`src/rtl/seven_seg_mux_n_if.sv`:
```
// Host-side signal bundle for the multiplexed seven-segment driver.
`timescale 1ns/1ps
interface seven_seg_mux_n_if #(
   parameter int unsigned NUM_DIGITS = 4,
   parameter int unsigned BRIGHT_W   = 4
);
   logic [4*NUM_DIGITS-1:0] value_in;
   logic                    value_vld;
   logic                    mode_bcd;
   logic                    lz_blank;
   logic [NUM_DIGITS-1:0]   dp_in;
   logic [BRIGHT_W-1:0]     brightness;
   logic                    display_en;
   logic                    busy;
   logic                    ovf;
   logic [NUM_DIGITS-1:0]   seg_an;
   logic [7:0]              seg_cat;

   modport master (
      output value_in, value_vld, mode_bcd, lz_blank, dp_in, brightness, display_en,
      input  busy, ovf, seg_an, seg_cat
   );

   modport slave (
      input  value_in, value_vld, mode_bcd, lz_blank, dp_in, brightness, display_en,
      output busy, ovf, seg_an, seg_cat
   );
endinterface

```
`src/rtl/seven_seg_mux_n.sv`:
```
// N-digit multiplexed seven-segment driver: frame-synchronous loading,
// sequential binary-to-BCD, leading-zero blanking, decimal points and PWM dimming.
`timescale 1ns/1ps
module seven_seg_mux_n #(
   parameter int unsigned NUM_DIGITS     = 4,
   parameter int unsigned DIV_CNT        = 1024,
   parameter int unsigned BRIGHT_W       = 4,
   parameter bit          AN_ACTIVE_LOW  = 1'b1,
   parameter bit          SEG_ACTIVE_LOW = 1'b1
) (
   input  logic               clk,
   input  logic               sys_rst_n,
   seven_seg_mux_n_if.slave   bus
);
   localparam int unsigned VAL_W = 4 * NUM_DIGITS;
   localparam int unsigned BCD_W = 4 * (NUM_DIGITS + 1);
   localparam int unsigned DIV_W = $clog2(DIV_CNT);
   localparam int unsigned IDX_W = (NUM_DIGITS > 1) ? $clog2(NUM_DIGITS) : 1;
   localparam int unsigned CNT_W = $clog2(VAL_W + 1);
   localparam logic [NUM_DIGITS-1:0] AN_OFF  = AN_ACTIVE_LOW  ? '1 : '0;
   localparam logic [7:0]            CAT_OFF = SEG_ACTIVE_LOW ? 8'hFF : 8'h00;

   typedef enum logic {S_IDLE, S_CONV} state_e;

   logic [DIV_W-1:0]    div_q;
   logic [BRIGHT_W-1:0] pwm_q;
   logic [IDX_W-1:0]    idx_q;
   logic                tick_c, pwm_wrap_c, frame_c;

   state_e              state_q, state_d;
   logic                busy_q, busy_d;
   logic                ovf_q, ovf_d;
   logic                pend_q, pend_d;
   logic [VAL_W-1:0]    shadow_q, shadow_d;
   logic [VAL_W-1:0]    disp_q, disp_d;
   logic [VAL_W-1:0]    bin_q, bin_d;
   logic [BCD_W-1:0]    bcd_q, bcd_d, bcd_adj_c;
   logic [CNT_W-1:0]    cnt_q, cnt_d;
   logic                load_c;

   logic [3:0]            nib_c;
   logic                  hi_nz_c, blank_c, dp_c;
   logic [6:0]            seg7_c;
   logic [7:0]            cat_c;
   logic [NUM_DIGITS-1:0] an_c;
   logic [NUM_DIGITS-1:0] seg_an_q;
   logic [7:0]            seg_cat_q;

   assign tick_c     = (div_q == DIV_W'(DIV_CNT - 1));
   assign pwm_wrap_c = tick_c && (pwm_q == '1);
   assign frame_c    = pwm_wrap_c && (idx_q == IDX_W'(NUM_DIGITS - 1));
   assign load_c     = bus.value_vld && !busy_q;

   // Scan timebase: prescaler -> PWM step -> digit index.
   always_ff @(posedge clk or negedge sys_rst_n) begin
      if (!sys_rst_n) begin
         div_q <= '0;
         pwm_q <= '0;
         idx_q <= '0;
      end else begin
         div_q <= tick_c ? '0 : div_q + DIV_W'(1);
         if (tick_c)     pwm_q <= pwm_q + BRIGHT_W'(1);
         if (pwm_wrap_c) idx_q <= frame_c ? '0 : idx_q + IDX_W'(1);
      end
   end

   always_ff @(posedge clk or negedge sys_rst_n) begin
      if (!sys_rst_n) begin
         state_q  <= S_IDLE;
         busy_q   <= 1'b0;
         ovf_q    <= 1'b0;
         pend_q   <= 1'b0;
         shadow_q <= '0;
         disp_q   <= '0;
         bin_q    <= '0;
         bcd_q    <= '0;
         cnt_q    <= '0;
      end else begin
         state_q  <= state_d;
         busy_q   <= busy_d;
         ovf_q    <= ovf_d;
         pend_q   <= pend_d;
         shadow_q <= shadow_d;
         disp_q   <= disp_d;
         bin_q    <= bin_d;
         bcd_q    <= bcd_d;
         cnt_q    <= cnt_d;
      end
   end

   // Load path and double-dabble; a boundary transfer uses the old shadow so a
   // coincident load stays pending for the next frame.
   always_comb begin
      state_d   = state_q;
      busy_d    = busy_q;
      ovf_d     = ovf_q;
      pend_d    = pend_q;
      shadow_d  = shadow_q;
      disp_d    = disp_q;
      bin_d     = bin_q;
      bcd_d     = bcd_q;
      cnt_d     = cnt_q;
      bcd_adj_c = bcd_q;
      for (int k = 0; k < NUM_DIGITS + 1; k++) begin
         if (bcd_q[4*k +: 4] >= 4'd5) bcd_adj_c[4*k +: 4] = bcd_q[4*k +: 4] + 4'd3;
      end
      if (frame_c && pend_q) begin
         disp_d = shadow_q;
         pend_d = 1'b0;
      end
      case (state_q)
         S_IDLE: begin
            if (load_c) begin
               if (bus.mode_bcd) begin
                  state_d = S_CONV;
                  busy_d  = 1'b1;
                  bin_d   = bus.value_in;
                  bcd_d   = '0;
                  cnt_d   = '0;
               end else begin
                  shadow_d = bus.value_in;
                  pend_d   = 1'b1;
                  ovf_d    = 1'b0;
               end
            end
         end
         S_CONV: begin
            bcd_d = {bcd_adj_c[BCD_W-2:0], bin_q[VAL_W-1]};
            bin_d = bin_q << 1;
            cnt_d = cnt_q + CNT_W'(1);
            if (cnt_q == CNT_W'(VAL_W - 1)) begin
               state_d  = S_IDLE;
               busy_d   = 1'b0;
               shadow_d = bcd_d[VAL_W-1:0];
               ovf_d    = |bcd_d[BCD_W-1:VAL_W];
               pend_d   = 1'b1;
            end
         end
         default: state_d = S_IDLE;
      endcase
   end

   // Current-digit decode: glyph, blanking, dash override, anode gating.
   always_comb begin
      nib_c   = '0;
      hi_nz_c = 1'b0;
      dp_c    = 1'b0;
      an_c    = '0;
      for (int i = 0; i < NUM_DIGITS; i++) begin
         if (idx_q == IDX_W'(i)) begin
            nib_c   = disp_q[4*i +: 4];
            dp_c    = bus.dp_in[i];
            an_c[i] = bus.display_en && (pwm_q <= bus.brightness);
         end
         if ((IDX_W'(i) >= idx_q) && (disp_q[4*i +: 4] != 4'd0)) hi_nz_c = 1'b1;
      end
      blank_c = bus.lz_blank && (idx_q != '0) && !hi_nz_c;
      case (nib_c)
         4'h0:    seg7_c = 7'h3F;
         4'h1:    seg7_c = 7'h06;
         4'h2:    seg7_c = 7'h5B;
         4'h3:    seg7_c = 7'h4F;
         4'h4:    seg7_c = 7'h66;
         4'h5:    seg7_c = 7'h6D;
         4'h6:    seg7_c = 7'h7D;
         4'h7:    seg7_c = 7'h07;
         4'h8:    seg7_c = 7'h7F;
         4'h9:    seg7_c = 7'h6F;
         4'hA:    seg7_c = 7'h77;
         4'hB:    seg7_c = 7'h7C;
         4'hC:    seg7_c = 7'h39;
         4'hD:    seg7_c = 7'h5E;
         4'hE:    seg7_c = 7'h79;
         default: seg7_c = 7'h71;
      endcase
      if (ovf_q)        seg7_c = 7'h40;
      else if (blank_c) seg7_c = 7'h00;
      cat_c = {dp_c, seg7_c};
   end

   always_ff @(posedge clk or negedge sys_rst_n) begin
      if (!sys_rst_n) begin
         seg_an_q  <= AN_OFF;
         seg_cat_q <= CAT_OFF;
      end else begin
         seg_an_q  <= AN_ACTIVE_LOW  ? ~an_c  : an_c;
         seg_cat_q <= SEG_ACTIVE_LOW ? ~cat_c : cat_c;
      end
   end

   assign bus.busy    = busy_q;
   assign bus.ovf     = ovf_q;
   assign bus.seg_an  = seg_an_q;
   assign bus.seg_cat = seg_cat_q;
endmodule

```
`src/flat_wrapper.sv`:
```
// flat-port wrapper written by rule: the top's interface ports become plain ports
module seven_seg_mux_n_flat 
#(
   parameter int unsigned NUM_DIGITS     = 4,
   parameter int unsigned DIV_CNT        = 1024,
   parameter int unsigned BRIGHT_W       = 4,
   parameter bit          AN_ACTIVE_LOW  = 1'b1,
   parameter bit          SEG_ACTIVE_LOW = 1'b1
)
  (clk, sys_rst_n, bus_value_in, bus_value_vld, bus_mode_bcd, bus_lz_blank, bus_dp_in, bus_brightness, bus_display_en, bus_busy, bus_ovf, bus_seg_an, bus_seg_cat);
  seven_seg_mux_n_if #(.NUM_DIGITS(NUM_DIGITS), .BRIGHT_W(BRIGHT_W)) bus_i ();
  input  logic clk;
  input  logic sys_rst_n;
  input wire logic [$bits(bus_i.value_in)-1:0] bus_value_in;
  input wire logic [$bits(bus_i.value_vld)-1:0] bus_value_vld;
  input wire logic [$bits(bus_i.mode_bcd)-1:0] bus_mode_bcd;
  input wire logic [$bits(bus_i.lz_blank)-1:0] bus_lz_blank;
  input wire logic [$bits(bus_i.dp_in)-1:0] bus_dp_in;
  input wire logic [$bits(bus_i.brightness)-1:0] bus_brightness;
  input wire logic [$bits(bus_i.display_en)-1:0] bus_display_en;
  output wire logic [$bits(bus_i.busy)-1:0] bus_busy;
  output wire logic [$bits(bus_i.ovf)-1:0] bus_ovf;
  output wire logic [$bits(bus_i.seg_an)-1:0] bus_seg_an;
  output wire logic [$bits(bus_i.seg_cat)-1:0] bus_seg_cat;
  assign bus_i.value_in = bus_value_in;
  assign bus_i.value_vld = bus_value_vld;
  assign bus_i.mode_bcd = bus_mode_bcd;
  assign bus_i.lz_blank = bus_lz_blank;
  assign bus_i.dp_in = bus_dp_in;
  assign bus_i.brightness = bus_brightness;
  assign bus_i.display_en = bus_display_en;
  assign bus_busy = bus_i.busy;
  assign bus_ovf = bus_i.ovf;
  assign bus_seg_an = bus_i.seg_an;
  assign bus_seg_cat = bus_i.seg_cat;
  seven_seg_mux_n #(.NUM_DIGITS(NUM_DIGITS), .DIV_CNT(DIV_CNT), .BRIGHT_W(BRIGHT_W), .AN_ACTIVE_LOW(AN_ACTIVE_LOW), .SEG_ACTIVE_LOW(SEG_ACTIVE_LOW)) u_core (.clk(clk), .sys_rst_n(sys_rst_n), .bus(bus_i));
endmodule
```
`config.mk`:
```
export PLATFORM = sky130hd
export DESIGN_NAME = seven_seg_mux_n_flat
export DESIGN_NICKNAME = d
export VERILOG_FILES = /design/src/rtl/seven_seg_mux_n_if.sv /design/src/rtl/seven_seg_mux_n.sv /design/src/flat_wrapper.sv
export SDC_FILE = /design/constraint.sdc
export NUM_CORES = 1
export LEC_CHECK = 0
export ABC_AREA = 0
export CAP_MARGIN = 10
export CORE_ASPECT_RATIO = 0.7
export CORE_UTILIZATION = 45
export DETAILED_ROUTE_END_ITERATION = 6
export GPL_TIMING_DRIVEN = 0
export SLEW_MARGIN = 30
export SYNTH_ARGS = -nofsm -noshare
export SYNTH_HDL_FRONTEND = slang
export SYNTH_SLANG_ARGS = --single-unit
```
`constraint.sdc`:
```
create_clock -name clk -period 2.9 [get_ports clk]
set_input_delay 0.725 -clock clk [delete_from_list [all_inputs] [get_ports clk]]
set_output_delay 0.725 -clock clk [all_outputs]
set_load 0.01 [all_outputs]
```
==> results of run 1 <==
## critical path, stage by stage, from the launching register on
cell and delay (ps):
dfrtp_1 420, ha_1 250, and3_1 200, ha_1 240, nand2_1 120, o31a_1 140
clkbuf_1 580, clkbuf_1 430, o21ai_0 170
## synth_stat cells (4+ instances only)
master    number
xor2_1         4
mux2_2         9
ha_1          29
a21oi_1       17
mux2_4        10
dfstp_2       12
clkbuf_1      15
nor4_1         4
a32o_1         4
nand3b_1       4
inv_1         24
nand2b_1      11
a211oi_1       8
a21o_1        14
a21boi_0       8
nor2_1        23
o21ai_0       44
dfrtp_1       93
xnor2_1       16
nor2b_1       11
nand3_1       13
a31oi_1       10
nand2_1       97
## sequential cells by signal, summed over array words and instances, names as in the netlist
signal              cells
u_core.bus.ovf          1
u_core.cnt_q            5
u_core.state_q          1
u_core.bus.seg_an       4
u_core.div_q           10
u_core.pwm_q            4
u_core.bus.seg_cat      8
u_core.bin_q           16
u_core.disp_q          16
u_core.bcd_q           20
u_core.idx_q            2
u_core.shadow_q        16
u_core.bus.busy         1
u_core.pend_q           1
## area by class of cell
| type | count | area, um2 | area share, % |
|---|---|---|---|
| tap | 153 | 191 | 3.03 |
| buffer | 20 | 115 | 1.82 |
| inverter | 25 | 93.8 | 1.49 |
| timing repair buffer | 44 | 459 | 7.27 |
| sequential | 105 | 2640 | 41.9 |
| clock inverter | 5 | 80.1 | 1.27 |
| clock buffer | 11 | 233 | 3.69 |
| multi-input combinational | 377 | 2500 | 39.6 |
## repair_timing
action | CTS | global route
gates resized for setup | 0 | 2
buffers inserted | 0 | 0
endpoints found under the setup margin | 0 | 1
## metal layers
layer | routed length, um | vias to the layer above
met5 | 0 | -
met3 | 565 | 9
met4 | 93 | 0
li1 | - | 1937
met1 | 6150 | 1926
met2 | 5050 | 89
## stage by stage
step | utilization [%] | worst slack (ps) | instance area (um2) | cells | setup TNS (ps)
floorplan | - | 643 | 5330 | 527 | 0
global placement | 52.9 | -2970 | 5950 | 723 | -295230
detailed placement | 53.2 | 40.6 | 5990 | 724 | 0
CTS | 56.0 | 237 | 6300 | 740 | 0
global route | 56.1 | 61.5 | 6310 | 740 | 0
finish | 56.1 | 226 | 6310 | 740 | 0
## cells in the final DEF (no fill, tap or decap), types with 16 or more instances in the layout
master	Yosys	layout
nand2_1	97	97
dfrtp_1	93	93
o21ai_0	44	44
clkdlybuf4s50_1	0	42
ha_1	29	29
inv_1	24	24
nor2_1	23	22
a21oi_1	17	17
clkbuf_1	15	17
xnor2_1	16	16
## cells by family after synthesis
kind of cell / synth area share, %
fa+ha+maj: 6.81
buf+inv: 3.92
mux: 5.09
xor+xnor: 3.29
compound gates: 15.4
flops: 49.6
simple gates: 16.0
## power breakdown
group / total (mW) / leakage [nW] / internal (mW) / switching [mW]
Combinational: 0.109 / 1.50 / 0.0544 / 0.0546
Clock: 1.29 / 0.146 / 0.756 / 0.535
Sequential: 1.48 / 1.26 / 1.47 / 0.00299
Total: 2.88 / 2.90 / 2.28 / 0.593
## worst paths after layout
| kind | start | endpoint | slack [ps] | depth (start not counted) |
|---|---|---|---|---|
| max | u_core.cnt_q[0] | u_core.shadow_q[4] | 230 | 8 |
| min | sys_rst_n | u_core.cnt_q[0] | 300 | 1 |
| max reg2reg | u_core.cnt_q[0] | u_core.shadow_q[4] | 230 | 8 |
| min reg2reg | u_core.shadow_q[3] | u_core.shadow_q[3] | 470 | 1 |
| max in group asynchronous | sys_rst_n | u_core.bin_q[7] | 1960 | 2 |
| min in group clk | u_core.shadow_q[3] | u_core.shadow_q[3] | 470 | 1 |
==> impl_metrics.tcl, run 1 <==
set metrics [dict create \
    die_h_um 93.1 \
    hold-worst-slack_ps 299 \
    use_met1_pct 31.8 \
    cts_buffers 9 \
    nFillCells 1004 \
    yosys_register_bits 105 \
    synth_edf_count 0 \
    clock_sink_count 105 \
    fin_crit_ps 2670 \
    drive_above_1_share_pct 10.9 \
    die_x_um 132 \
    seq_area_frac_synth_pct 49.6 \
    grt_pass1_vias 3922 \
    root_buffer "clkbuf_16" \
    cts_hold_buf 0 \
    drtAntennaViolNets 0 \
    final.setup_skew_ps 4.61 \
    clock_latency_ps 350 \
    drt-pass1-iter-count 5 \
    synth_area_leaders "dfrtp_1, nand2_1, ha_1, dfstp_2, o21ai_0" \
    fmax_mhz 374 \
    antenna_found_initial 0 \
    grt_use_total_pct 21.1 \
    synthFlopType "dfrtp_1" \
    drt-wirelength-per-cell_um 16.0 \
    avgSynthCellArea_um2 10.1 \
    path_class "flip-flop to flip-flop" \
    slew_headroom_pct 49.0 \
    vias 3961 \
    busiest_layer "met1" \
    use_met3_pct 4.50 \
    status "complete, no violations" \
    io_pins 44 \
    portBuffers 43 \
    arrival_ps 2880 \
    place.gp.congestion 0.818 \
    synth_cells 527 \
    finalCritPeriodShare_pct 92.2 \
    cap_violations 0 \
    fp.coreArea_um2 11300 \
    setup_violations 0 \
    drc 0 \
    fin_total_pwr_mw 2.88 \
    grt_pass1_wl_um 20100 \
    ys_types 54 \
    synth_top_area_cell "dfrtp_1" \
    ir_worst_vdd_v 0.000285 \
    synth_nets 586 \
    drt_iter0_drc 242 \
    critical_path_required_ps 3110 \
    path_clk_slew_ps 70 \
    start_util_pct 47.4 \
    avgViaCountPerCell 5.35 \
    finalMaxSlewViolations 0 \
    cts_tree "yes" \
    grt_max_degree 62 \
    final-hold-violation-count 0 \
    htreeDepth 3 \
    met2_usage_pct 30.6 \
    power_density_nw_per_um2 455 \
    path_max_fanout 10 \
    rows 32 \
    start_kind "flip-flop" \
    die_area_um2 12300 \
    cts_buffer_depth 2 \
    netlist.area_leader.share_pct 43.7 \
    synth.yosys.warnings 0 \
    hold_class "input pin to async pin" \
    area_delta_synth_final_pct 18.5 \
    fin_nets 641 \
    async_flop_share_pct 100 \
    post-dp-hpwl_um 8600 \
    grt_setup_unrepaired "no" \
    syn_area_um2 5330 \
    worstMarginPinSlew_ps 764 \
    drt_wl_total_um 11900 \
    grt-ovfl-total 0 \
    n_antenna_cell 0 \
    worstSetupEndpointType "flip-flop" \
    leakage_nw 2.90 \
]
Note: power is estimated with default switching activity, not from simulation.
==> run 2, diff against run 1 <==
Settings changed: PLACE_DENSITY set to 0.67.
Clock period 2.9 ns to 2.3 ns, I/O delays scaled along.
==> impl_metrics.tcl, run 2 (synthesized netlist as in run 1, its figures left out) <==
set metrics [dict create \
    status "finished with violations" \
    failed_checks "setup timing" \
    htreeDepth 3 \
    start_kind "flip-flop" \
    crit_chain "inv_4, ha_4, nand2_2, o211ai_1, o221ai_4, buf_6, ha_4, mux2_2, a221oi_2, nor2_1" \
    crit_path_start "u_core.idx_q[0]" \
    final_cell_mix "nand2_1, dfrtp_1, o21ai_0, clkdlybuf4s50_1, ha_1" \
    cts_buffers 9 \
    antenna_found_initial 0 \
    drt_wl_total_um 12500 \
    critical_path_required_ps 2580 \
    cp_num_buf_inv 2 \
    drt-wirelength-per-cell_um 16.6 \
    grt_pass1_vias 3996 \
    die_area_um2 12300 \
    largest_register_ff_count 20 \
    ir_worst_vdd_v 0.000409 \
    drt_iter0_drc 270 \
    grt_use_total_pct 21.5 \
    fmax_mhz 431 \
    sw_frac_of_total_pct 21.2 \
    finalSetupTns_ps -17.9 \
    cap_violations 0 \
    ff2ff_path_depth 10 \
    setup_violations 1 \
    nFillCells 945 \
    clock_latency_ps 350 \
    multiInputGateArea_um2 2640 \
    fin_crit_ps 2320 \
    path_clk_slew_ps 70 \
    drive_above_1_share_pct 18.2 \
    seq_area_um2 2650 \
    area_delta_synth_final_pct 23.8 \
    setup_slack_ps -17.9 \
    rows 32 \
    postLayoutCellArea_um2 6600 \
    fin_total_pwr_mw 3.66 \
    worstMarginPinSlew_ps 649 \
    clkPwrFrac_pct 45.5 \
    slowest_delay_ps 480 \
    fp.coreArea_um2 11300 \
    finalMaxSlewViolations 0 \
    cts_hold_buf 0 \
    path_class "flip-flop to flip-flop" \
    largest-register "u_core.bcd_q" \
    cp_top_family "compound AO/OA/AOI/OAI gates" \
    final-hold-violation-count 0 \
    final_common_cell "nand2_1" \
    grt_pass1_wl_um 20300 \
    avgViaCountPerCell 5.41 \
    final.setup_skew_ps 4.59 \
    drt-pass1-iter-count 4 \
    die_h_um 93.1 \
    arrival_ps 2590 \
    crit_slowest_cell "dfrtp_2" \
    finalCritPeriodShare_pct 101 \
    portBuffers 43 \
    comb_power_share_pct 3.7 \
    slew_headroom_pct 56.5 \
    start_util_pct 47.4 \
    place.gp.congestion 0.886 \
    hold_class "input pin to async pin" \
    leakage_nw 3.01 \
    vias 4066 \
    cp_num_cells 10 \
    worstReg2RegStart "u_core.idx_q[0]" \
    n_antenna_cell 0 \
    post-dp-hpwl_um 8680 \
    place_area_um2 5980 \
    cts_buffer_depth 2 \
    die_x_um 132 \
    fin_nets 653 \
    grt-ovfl-total 0 \
    final_util_pct 58.7 \
    p_int_mw 2.89 \
    cts_tree "yes" \
    switching_power_mw 0.777 \
    drtAntennaViolNets 0 \
    clock_sink_count 105 \
    pwr-share-seq_pct 50.8 \
    dp.cells 724 \
    power_density_nw_per_um2 555 \
    drc 0 \
    cp_common_cell "ha_4" \
    grt_setup_unrepaired "yes" \
    stdcell_count 752 \
    grt_max_degree 57 \
    worstSetupEndpointType "flip-flop" \
    io_pins 44 \
    root_buffer "clkbuf_16" \
    path_max_fanout 4 \
]
[run 2: changes by cell type in the layout (fill, tap and decap cells not counted), moves of 3 or more]
cell	previous run	this run
ha_4	0	6
clkbuf_2	0	6
buf_4	0	11
ha_1	29	23
inv_1	24	18
inv_6	0	3
inv_2	0	3
clkbuf_1	17	8
[run 2: final timing paths]
kind	to	slack, ps
max	u_core.bus.seg_cat[6]	-20
min	u_core.div_q[8]	160
max reg2reg	u_core.bus.seg_cat[6]	-20
min reg2reg	u_core.shadow_q[10]	470
max in group asynchronous	u_core.bus.seg_cat[2]	1450
min in group clk	u_core.shadow_q[10]	470
[run 2: layout make-up]
class,count,area share (%)
Sequential cell,105,40.1
Multi-Input combinational cell,377,40.0
Timing Repair Buffer,57,8.68
Clock buffer,9,3.41
Tap cell,153,2.90
Buffer,19,1.90
Inverter,25,1.57
Clock inverter,7,1.50
[run 2: metrics by stage]
step           hold WS (ps)  worst slack, ps
3_5_place_dp            460             -613
3_3_place_gp            457            -3300
4_1_cts                 176            -40.0
6_report                163            -17.9
5_1_grt                 199             -124
2_1_floorplan           279             43.4
[run 2: repair_timing]
action	4_1_cts	5_1_grt
buffers inserted	2	11
pin swaps	3	8
gates resized for setup	17	36
setup endpoints to repair	39	28
[run 2: power groups by stage]
stage	registers (mW)	clock network, mW	logic (mW)
global placement	1.90	0	0.131
CTS	1.86	1.71	0.141
floorplan	1.90	0	0.0305
detailed placement	1.90	0	0.141
global route	1.86	1.77	0.156
finish	1.86	1.67	0.137
[run 2: routing by layer]
metal / track usage (%) / vias to the layer above / part of all wire [%]
met5: 0 / - / 0
met4: 7.27 / 0 / 1.5
met3: 5.04 / 19 / 4.6
met2: 33.1 / 91 / 45
met1: 30.0 / 1992 / 48
li1: - / 1964 / -
==> run 3, diff against run 2 <==
Settings changed: CORE_MARGIN set to 5.
==> impl_metrics.tcl, run 3 (synthesized netlist as in run 1, its figures left out) <==
set metrics [dict create \
    place.gp.congestion 0.890 \
    final_common_cell "nand2_1" \
    crit_path_start "u_core.idx_q[0]" \
    pre_cts_ws_ps -653 \
    worstMarginPinSlew_ps 612 \
    root_buffer "clkbuf_16" \
    start_util_pct 45.8 \
    clock_sink_count 105 \
    die_area_um2 14200 \
    finalCritPeriodShare_pct 101 \
    area_delta_synth_final_pct 22.6 \
    path_class "flip-flop to flip-flop" \
    setup_slack_ps -27.0 \
    crit_chain "inv_2, ha_4, nand2_1, o211ai_1, o221ai_4, ha_4, mux2_2, a221oi_2, nor2_1" \
    cts_buffer_depth 2 \
    ir_worst_vdd_v 0.000394 \
    io_pins 44 \
    fin_nets 644 \
    fin_total_pwr_mw 3.68 \
    grt_pass1_vias 4107 \
    worstReg2RegStart "u_core.idx_q[0]" \
    cp_num_cells 9 \
    status "finished with violations" \
    portBuffers 43 \
    worstSetupEndpointType "flip-flop" \
    fin_crit_ps 2330 \
    avgViaCountPerCell 5.43 \
    fmax_mhz 430 \
    final.setup_skew_ps 7.96 \
    n_antenna_cell 0 \
    cts_buffers 9 \
    post-dp-hpwl_um 8710 \
    drt_wl_total_um 12300 \
    finalSetupTns_ps -27.0 \
    failed_checks "setup timing" \
    sw_frac_of_total_pct 20.2 \
    htreeDepth 3 \
    final_cell_mix "nand2_1, dfrtp_1, o21ai_0, clkdlybuf4s50_1" \
    ff2ff_path_depth 9 \
    drt-pass1-iter-count 6 \
    path_clk_slew_ps 70 \
    largest_register_ff_count 20 \
    hold_class "input pin to async pin" \
    drt-wirelength-per-cell_um 16.5 \
    rows 33 \
    slew_headroom_pct 59.2 \
    cts_tree "yes" \
    grt_setup_unrepaired "yes" \
    grt_max_degree 58 \
    arrival_ps 2600 \
    clkPwrFrac_pct 45.7 \
    grt_pass1_wl_um 20600 \
    critical_path_required_ps 2570 \
    cp_common_cell "ha_4" \
    vias 4057 \
    drive_above_1_share_pct 16.4 \
    drtAntennaViolNets 0 \
    drt_iter0_drc 276 \
    path_max_fanout 7 \
    grt-ovfl-total 0 \
    p_int_mw 2.94 \
    pwr-share-seq_pct 50.5 \
    crit_slowest_cell "dfrtp_2" \
    place_area_um2 5990 \
    cap_violations 0 \
    drc 0 \
    cp_num_buf_inv 1 \
    postLayoutCellArea_um2 6530 \
    finalMaxSlewViolations 0 \
    cp_top_family "compound AO/OA/AOI/OAI gates" \
    slowest_delay_ps 470 \
    die_x_um 140 \
    die_h_um 101 \
    clock_latency_ps 350 \
    leakage_nw 2.97 \
    start_kind "flip-flop" \
    setup_violations 1 \
    cts_hold_buf 0 \
    comb_power_share_pct 3.7 \
    switching_power_mw 0.743 \
    grt_use_total_pct 18.2 \
    antenna_found_initial 0 \
    largest-register "u_core.bcd_q" \
    final-hold-violation-count 0 \
    power_density_nw_per_um2 563 \
    fp.coreArea_um2 11600 \
]
## run 3: cell count changes in the layout (fill, tap and decap cells not counted), moves of 2 or more
cell	change
inv_4	-2
clkinvlp_4	-2
clkbuf_8	+2
inv_2	+2
buf_4	-6
inv_6	-3
## run 3: per-stage QoR
step / utilization [%] / std cells / hold WS (ps)
2_1_floorplan: - / 527 / 279
3_3_place_gp: 51.2 / 727 / 456
3_5_place_dp: 51.4 / 728 / 465
4_1_cts: 54.9 / 745 / 186
5_1_grt: 56.1 / 747 / 207
6_report: 56.1 / 747 / 173
## run 3: timing repair
item / in CTS / in global routing
endpoints found under the setup margin: 38 / 37
gates resized for setup: 19 / 31
pin swaps: 5 / 6
setup buffers: 2 / 3
## run 3: area by class of cell
cell class	instances	area (um2)
Buffer	18	121
Clock buffer	13	260
Clock inverter	3	65.1
Fill cell	1035	5110
Inverter	25	95.1
Multi-Input combinational cell	377	2650
Sequential cell	105	2650
Tap cell	157	196
Timing Repair Buffer	49	497
## run 3: final timing paths
| kind | to | slack (ps) |
|---|---|---|
| worst min-delay path | u_core.div_q[8] | 170 |
| worst max-delay path | u_core.bus.seg_cat[6] | -30 |
| max in group asynchronous | u_core.bus.seg_cat[6] | 1450 |
| worst min register to register | u_core.cnt_q[4] | 480 |
| min in group clk | u_core.cnt_q[4] | 480 |
| worst max register to register | u_core.bus.seg_cat[6] | -30 |
## run 3: routing by layer
metal / vias up / GRT usage, % / share of wire [%]
li1: 1952 / - / -
met1: 1988 / 26.7 / 49
met2: 99 / 27.6 / 45
met3: 18 / 4.08 / 4.3
met4: 0 / 4.17 / 1.4
met5: - / 0 / 0
## run 3: power groups by stage
stage	clock (mW)	combinational, mW	sequential (mW)
after floorplan	0	0.0305	1.90
after global placement	0	0.131	1.90
after detailed placement	0	0.140	1.90
after CTS	1.71	0.140	1.86
after global routing	1.79	0.157	1.86
final	1.68	0.137	1.86
